File: src/rtl/seg7_scan.sv
// Time-multiplexed 3-digit BCD display scanner with per-frame input snapshot,
// leading-zero blanking, decimal point and per-slot anode dead time.
module seg7_scan #(
    parameter int REFRESH_DIV = 50000,
    parameter int BLANK_CYC   = 4
) (
    input  logic       clk,
    input  logic       rst,
    input  logic [3:0] y2,
    input  logic [3:0] y1,
    input  logic [3:0] y0,
    input  logic       blank_lz,
    input  logic       dp_en,
    input  logic [1:0] dp_sel,
    output logic [3:0] an,
    output logic [6:0] seg,
    output logic       dp_n,
    output logic       frame_start
);

    localparam int CNT_W = $clog2(REFRESH_DIV);
    localparam logic [CNT_W-1:0] CNT_LAST = CNT_W'(REFRESH_DIV - 1);

    logic [CNT_W-1:0] cnt_reg;
    logic [1:0]       slot_reg;
    logic             tick;
    logic             snap;
    logic             dead;

    logic [2:0][3:0]  digit_sh_reg;
    logic             blank_lz_sh_reg;
    logic             dp_en_sh_reg;
    logic [1:0]       dp_sel_sh_reg;

    // Index 3 is the permanently dark slot so slot_reg can index directly.
    logic [3:0][6:0]  digit_seg;
    logic [3:0]       digit_dp;
    logic [3:0]       digit_blank;

    logic [3:0]       an_reg;
    logic [3:0]       an_next;
    logic [6:0]       seg_reg;
    logic [6:0]       seg_next;
    logic             dp_n_reg;
    logic             dp_n_next;
    logic             frame_start_reg;

    function automatic logic [6:0] bcd_to_seg(input logic [3:0] d);
        logic [6:0] s;
        case (d)
            4'd0:    s = 7'b1000000;
            4'd1:    s = 7'b1111001;
            4'd2:    s = 7'b0100100;
            4'd3:    s = 7'b0110000;
            4'd4:    s = 7'b0011001;
            4'd5:    s = 7'b0010010;
            4'd6:    s = 7'b0000010;
            4'd7:    s = 7'b1111000;
            4'd8:    s = 7'b0000000;
            4'd9:    s = 7'b0010000;
            default: s = 7'b0111111;
        endcase
        return s;
    endfunction

    assign tick = (cnt_reg == CNT_LAST);
    assign snap = tick && (slot_reg == 2'd3);

    generate
        if (BLANK_CYC == 0) begin : g_no_dead
            assign dead = 1'b0;
        end else begin : g_dead
            localparam logic [CNT_W-1:0] BLANK_LIM = CNT_W'(BLANK_CYC);
            assign dead = (cnt_reg < BLANK_LIM);
        end
    endgenerate

    always_ff @(posedge clk) begin
        if (rst) begin
            cnt_reg  <= '0;
            slot_reg <= 2'd0;
        end else begin
            cnt_reg <= tick ? '0 : cnt_reg + 1'b1;
            if (tick) begin
                slot_reg <= slot_reg + 2'd1;
            end
        end
    end

    // Inputs are only sampled once per frame so a counter rolling over
    // mid-scan cannot tear the displayed value.
    always_ff @(posedge clk) begin
        if (rst) begin
            digit_sh_reg    <= '0;
            blank_lz_sh_reg <= 1'b0;
            dp_en_sh_reg    <= 1'b0;
            dp_sel_sh_reg   <= 2'd0;
            frame_start_reg <= 1'b0;
        end else begin
            frame_start_reg <= snap;
            if (snap) begin
                digit_sh_reg    <= {y2, y1, y0};
                blank_lz_sh_reg <= blank_lz;
                dp_en_sh_reg    <= dp_en;
                dp_sel_sh_reg   <= dp_sel;
            end
        end
    end

    genvar gi;
    generate
        for (gi = 0; gi < 3; gi++) begin : g_digit
            assign digit_seg[gi] = bcd_to_seg(digit_sh_reg[gi]);
            assign digit_dp[gi]  = dp_en_sh_reg && (dp_sel_sh_reg == 2'(gi));
        end
    endgenerate

    assign digit_seg[3] = 7'b1111111;
    assign digit_dp[3]  = 1'b0;

    // A lit decimal point keeps its digit visible and stops the zero chain.
    assign digit_blank[3] = 1'b1;
    assign digit_blank[2] = blank_lz_sh_reg && (digit_sh_reg[2] == 4'd0) && !digit_dp[2];
    assign digit_blank[1] = digit_blank[2] && (digit_sh_reg[1] == 4'd0) && !digit_dp[1];
    assign digit_blank[0] = 1'b0;

    always_comb begin
        an_next   = 4'b1111;
        seg_next  = 7'b1111111;
        dp_n_next = 1'b1;
        if (!dead && !digit_blank[slot_reg]) begin
            an_next[slot_reg] = 1'b0;
            seg_next          = digit_seg[slot_reg];
            dp_n_next         = !digit_dp[slot_reg];
        end
    end

    always_ff @(posedge clk) begin
        if (rst) begin
            an_reg   <= 4'b1111;
            seg_reg  <= 7'b1111111;
            dp_n_reg <= 1'b1;
        end else begin
            an_reg   <= an_next;
            seg_reg  <= seg_next;
            dp_n_reg <= dp_n_next;
        end
    end

    assign an          = an_reg;
    assign seg         = seg_reg;
    assign dp_n        = dp_n_reg;
    assign frame_start = frame_start_reg;

endmodule

File: config.mk
export PLATFORM = sky130hd
export DESIGN_NAME = seg7_scan
export DESIGN_NICKNAME = d
export VERILOG_FILES = /design/src/rtl/seg7_scan.sv
export SDC_FILE = /design/constraint.sdc
export NUM_CORES = 1
export LEC_CHECK = 0
export CORE_UTILIZATION = 40
export DETAILED_ROUTE_END_ITERATION = 8
export MAX_ROUTING_LAYER = met4
export PLACE_DENSITY = 0.69
export SYNTH_ARGS = -nofsm -noshare
export SYNTH_HDL_FRONTEND = slang
export SYNTH_SLANG_ARGS = --single-unit
File: constraint.sdc
create_clock -name clk -period 2.71 [get_ports clk]
set_input_delay 0.4065 -clock clk [delete_from_list [all_inputs] [get_ports clk]]
set_output_delay 0.4065 -clock clk [all_outputs]
set_load 0.1 [all_outputs]
==> flow_metrics.tcl, run 1 <==
set metrics [dict create \
    n_antenna_cell 0 \
    cts.hold.buffers_added 0 \
    cts_root_buffer "clkbuf_8" \
    whs_ns 0.424 \
    wirelength_mm 7.17 \
    period_minus_slack_ns 2.59 \
    mostFrequentLayoutCell "dfxtp_1" \
    ys_types 53 \
    min_path_type "flip-flop to flip-flop" \
    worstReg2RegEnd "digit_seg[18]" \
    core_um2 7690 \
    leakagePower_uw 0.00157 \
    drt_first_pass_iters 4 \
    antenna_found_initial 0 \
    critPathKind "flip-flop to flip-flop" \
    synth_edf_count 0 \
    end_kind "flip-flop" \
    final-setup-viol-count 0 \
    layout.nets 438 \
    wl_per_cell_um 14.2 \
    ys_ff_latch 68 \
    yosys.area.top_type "dfxtp_1" \
    layout_common_cells "68 x dfxtp_1, 40 x buf_4, 36 x nand2_1, 24 x nor2_1, 22 x a21oi_1" \
    synth_top_family_by_area "simple AND/OR/NAND/NOR gates" \
    largest_reg_flops 21 \
    async_flop_share_pct 0 \
    area_growth_pct 27.2 \
    yosys.area_share.simple_pct 20.2 \
    grt_pass1_wl_mm 11.3 \
    final_design_area_no_fill_um2 4020 \
    synthTopCellsByArea "dfxtp_1 43%, ha_1 7.9%, nand2_1 4.3%, mux2_2 4.3%, a21oi_1 4.0%" \
    min-delay-start "dp_en_sh_reg" \
    r2r_slack_ns 0.12 \
    path_max_fanout 11 \
    synthAdderAreaFrac_pct 7.92 \
    portBuffers 30 \
    overflow 0 \
    max_cap_violations 0 \
    start_util_pct 41.1 \
    rr_worst_depth 8 \
    place_ws_ns 0.0261 \
    syn-cell-area_um2 3160 \
    ys.flop_type "dfxtp_1" \
    dieWidth_um 90.9 \
    cts_tree "done" \
    worst_slew_pin_slew_ns 0.576 \
    die_height_um 90.9 \
    numCtsBuffers 9 \
    gp_congestion 0.823 \
    grt_use_total_pct 18.5 \
    synth_nets 383 \
    clk_path_buf_depth 2 \
    max_slew_margin_pct 61.5 \
    status "finished clean" \
    reg2reg_from "cnt_reg[5]" \
    clock-sinks 68 \
    hold_end "dp_n" \
    setup_ws_ns 0.122 \
    vdd_drop_max_mv 0.325 \
    slew_violations 0 \
    critical_path_arrival_ns 2.86 \
    hold_depth 1 \
    clk_pin_slew_ns 0.07 \
    syn_inst 345 \
    hpwlAfterDp_mm 5.35 \
    insertion_delay_ns 0.35 \
    finClkSkew_ns 0.0100 \
    hold_viol 0 \
    min_period_over_period_pct 95.5 \
    syn_avg_cell_area_um2 9.16 \
    drtIter0Drc 134 \
    synth_xor_area_share_pct 3.88 \
    row_count 32 \
    io-pin-count 31 \
    grt_pass1_vias 2388 \
    grt_setup_unrepaired "true" \
    avgViaCountPerCell 5.15 \
    drive_gt1_share_pct 23.0 \
    dieArea_um2 8260 \
    cp.required_ns 2.99 \
    ant_nets 0 \
    fmax_mhz 386 \
    htree_levels 3 \
    vias 2607 \
    ys_seq_area_share_pct 43.1 \
    cp-start-kind "flip-flop" \
    p_per_area_nw_per_um2 498 \
    grt_max_degree 16 \
    remaining_drc_errors 0 \
    yosys_warnings 0 \
    synthMuxAreaShare_pct 6.81 \
    synth_top_area_share_pct 43.1 \
    synth-compound-area-share_pct 13.9 \
    dpl_cell_area_um2 3670 \
]
==> area by class of cell <==
cell class,count,area [um^2]
Sequential cell,68,1360
Clock inverter,6,90.1
Tap cell,102,128
Fill cell,699,3670
Inverter,19,73.8
Multi-Input combinational cell,244,1760
Timing Repair Buffer,58,482
Clock buffer,9,124
==> worst max-delay path by stage <==
stage | from | endpoint | slack (ns) | cells after the start
2_1_floorplan | cnt_reg[11] | digit_seg[19] | 0.008 | 10
3_5_place_dp | cnt_reg[5] | digit_seg[4] | 0.03 | 10
6_report | cnt_reg[5] | digit_seg[18] | 0.12 | 8
3_3_place_gp | cnt_reg[5] | digit_seg[18] | 0.08 | 7
5_1_grt | cnt_reg[5] | digit_seg[17] | -0.05 | 8
4_1_cts | cnt_reg[5] | digit_seg[18] | 0.02 | 7
==> metal layers <==
layer	wire, um	global-route usage, %	up-vias
li1	-	-	1311
met1	3200	21.3	1203
met2	3410	29.4	73
met3	371	5.05	20
met4	181	9.66	0
met5	0	-	-
==> repair_timing <==
action | CTS | global route
gates resized for setup | 1 | 16
pin swaps | 0 | 2
setup endpoints to repair | 1 | 13
setup buffers | 0 | 5
==> critical path, stage by stage (launching register included) <==
cell	delay (ns)
dfxtp_1	0.32
or4_4	0.56
nor4_4	0.23
buf_4	0.19
buf_4	0.13
nand4_1	0.15
a21oi_2	0.48
mux2i_1	0.24
a2bb2oi_1	0.19
==> power by group <==
part           switching (uW)  internal [uW]
Combinational            57.2           38.6
Sequential               4.39           1010
Clock                     383            513
==> logic make-up (layout without fill, tap and decap cells) <==
kind of cell	Yosys count	after routing
buf+inv	33	92
flops	68	68
simple gates	124	124
xor+xnor	14	14
fa+ha+maj	20	20
mux	20	20
compound gates	66	66
==> stage by stage <==
stage | std cells | total power [uW] | util (%) | TNS, ns
4_1_cts | 501 | 2030 | 50.6 | 0
3_5_place_dp | 486 | 1130 | 47.8 | 0
3_3_place_gp | 486 | 1130 | 47.8 | 0
6_report | 506 | 2000 | 52.3 | 0
5_1_grt | 506 | 2080 | 52.3 | -0.0710
2_1_floorplan | 345 | 1080 | - | 0
==> cell usage after synthesis (5+ instances only) <==
master,instances
dfxtp_1,68
nand2_1,36
a21oi_1,25
nor2_1,24
ha_1,20
inv_1,17
mux2_2,12
nand4_1,11
clkbuf_1,9
mux2i_1,8
nand3_1,8
o31ai_1,8
xor2_1,8
nor3_1,7
o21ai_0,7
o22ai_1,7
xnor2_1,6
a31oi_1,5
nand2b_1,5
(Power assumes the default switching activity.)
==> run 2, diff against run 1 <==
--- a/config.mk
+++ b/config.mk
@@ -5,10 +5,12 @@
 export SDC_FILE = /design/constraint.sdc
 export NUM_CORES = 1
 export LEC_CHECK = 0
-export CORE_UTILIZATION = 40
+export CELL_PAD_IN_SITES_DETAIL_PLACEMENT = 2
+export CELL_PAD_IN_SITES_GLOBAL_PLACEMENT = 2
+export CORE_UTILIZATION = 32
 export DETAILED_ROUTE_END_ITERATION = 8
 export MAX_ROUTING_LAYER = met4
-export PLACE_DENSITY = 0.69
+export PLACE_DENSITY = 0.82
 export SYNTH_ARGS = -nofsm -noshare
 export SYNTH_HDL_FRONTEND = slang
 export SYNTH_SLANG_ARGS = --single-unit
==> run 2 against run 1 <==
Sequential cell count unchanged. Combinational power increased by 3.1%. Global-route usage is 3.6 points higher. Final cell count up 6.7%. Die area up 24%. Clock skew hardly changed. Power grew 8.5%. Largest power group is now the clock network.
==> flow_metrics.tcl, run 2 (synthesis gave the netlist of run 1 again) <==
set metrics [dict create \
    final-setup-viol-count 0 \
    vias 2774 \
    grt_pass1_wl_mm 16.1 \
    cts.hold.buffers_added 0 \
    die_height_um 101 \
    dieArea_um2 10300 \
    place_ws_ns -0.145 \
    clock-sinks 68 \
    min_period_over_period_pct 98.8 \
    vdd_drop_max_mv 0.199 \
    placedCellCount 518 \
    layout_common_cells "68 x dfxtp_1, 46 x buf_4, 36 x nand2_1, 22 x nor2_1, 21 x a21oi_1" \
    leakagePower_uw 0.00162 \
    grt_setup_unrepaired "true" \
    dpl_cell_area_um2 3740 \
    layout.nets 444 \
    mostFrequentLayoutCell "dfxtp_1" \
    fmax_mhz 374 \
    setup_ws_ns 0.0335 \
    start_util_pct 33.6 \
    dieWidth_um 101 \
    row_count 35 \
    htree_levels 3 \
    path_max_fanout 5 \
    grt_max_degree 16 \
    numCtsBuffers 9 \
    finClkSkew_ns 0.0102 \
    insertion_delay_ns 0.36 \
    wirelength_mm 10.6 \
    avgViaCountPerCell 5.14 \
    max_cap_violations 0 \
    drive_gt1_share_pct 26.0 \
    max_slew_margin_pct 62.8 \
    cts_tree "done" \
    hold_viol 0 \
    slew_violations 0 \
    antenna_found_initial 0 \
    fin_cells 540 \
    wl_per_cell_um 19.5 \
    largest_reg_flops 21 \
    io-pin-count 31 \
    drtIter0Drc 96 \
    core_um2 9420 \
    portBuffers 30 \
    drt_first_pass_iters 4 \
    multi_input_area_um2 1790 \
    ant_nets 0 \
    p_total_uw 2170 \
    hpwlAfterDp_mm 7.41 \
    critical_path_arrival_ns 2.93 \
    grt_pass1_vias 3036 \
    cp.required_ns 2.96 \
    overflow 0 \
    end_kind "flip-flop" \
    n_antenna_cell 0 \
    final_design_area_no_fill_um2 4160 \
    remaining_drc_errors 0 \
    postLayoutCoreUtil_pct 44.2 \
    cts_root_buffer "clkbuf_8" \
    clk_path_buf_depth 2 \
    status "finished clean" \
    p_per_area_nw_per_um2 522 \
    gp_congestion 0.844 \
    critPathKind "flip-flop to flip-flop" \
    min_path_type "flip-flop to flip-flop" \
    area_growth_pct 31.6 \
    clk_pin_slew_ns 0.08 \
    cp-start-kind "flip-flop" \
    worst_slew_pin_slew_ns 0.557 \
    fillers 1035 \
    final-seq-area_um2 1360 \
    grt_use_total_pct 22.0 \
    period_minus_slack_ns 2.68 \
]
==> run 2: what timing repair did <==
item,in CTS,in global routing
pin swaps,1,3
endpoints found under the hold margin,0,0
setup endpoints to repair,13,12
buffers inserted,3,3
resized for setup,6,20
==> run 2: stage by stage <==
| stage | hold WS, ns | setup TNS [ns] |
|---|---|---|
| final | 0.447 | 0 |
| after global placement | 0.418 | 0 |
| after global routing | 0.469 | -0.381 |
| after CTS | 0.448 | 0 |
| after detailed placement | 0.426 | -0.772 |
| after floorplan | 0.382 | 0 |
==> run 2: cell type report <==
| type | instances | share of cell area, % |
|---|---|---|
| repair buffers | 64 | 12.7 |
| clock buffers | 12 | 3.73 |
| well taps | 129 | 3.88 |
| clock inverters | 4 | 2.29 |
| flip-flops and latches | 68 | 32.7 |
| inverters | 19 | 1.77 |
| multi-input cells | 244 | 42.9 |
==> run 2: worst paths after layout <==
check / from / to / slack [ns] / depth (start not counted)
max: cnt_reg[5] / digit_seg[10] / 0.03 / 9
min reg2reg: dp_en_sh_reg / dp_n / 0.45 / 1
max reg2reg: cnt_reg[5] / digit_seg[10] / 0.03 / 9
min: dp_en_sh_reg / dp_n / 0.45 / 1
==> run 2: per-layer routing <==
metal	share of wire [%]	global-route usage (%)	up-vias	wire length (um)
met5	0	-	-	0
met4	2.2	10.0	0	233
met3	2.1	3.38	17	217
met2	53	39.5	43	5560
met1	43	24.0	1386	4540
li1	-	-	1328	-
==> run 2: power by group <==
group | internal [uW] | switching [uW]
clock network | 661 | 401
logic | 37.4 | 61.3
registers | 1010 | 5.03
==> run 2: worst max-delay path: stages, from the launching register on <==
cell and delay (ns):
dfxtp_1 0.33, or4_4 0.57, nor4_4 0.21, buf_4 0.18, nand3_4 0.13, mux2i_1 0.29
nor2_2 0.08, ha_1 0.33, mux2_2 0.27, o21a_1 0.17
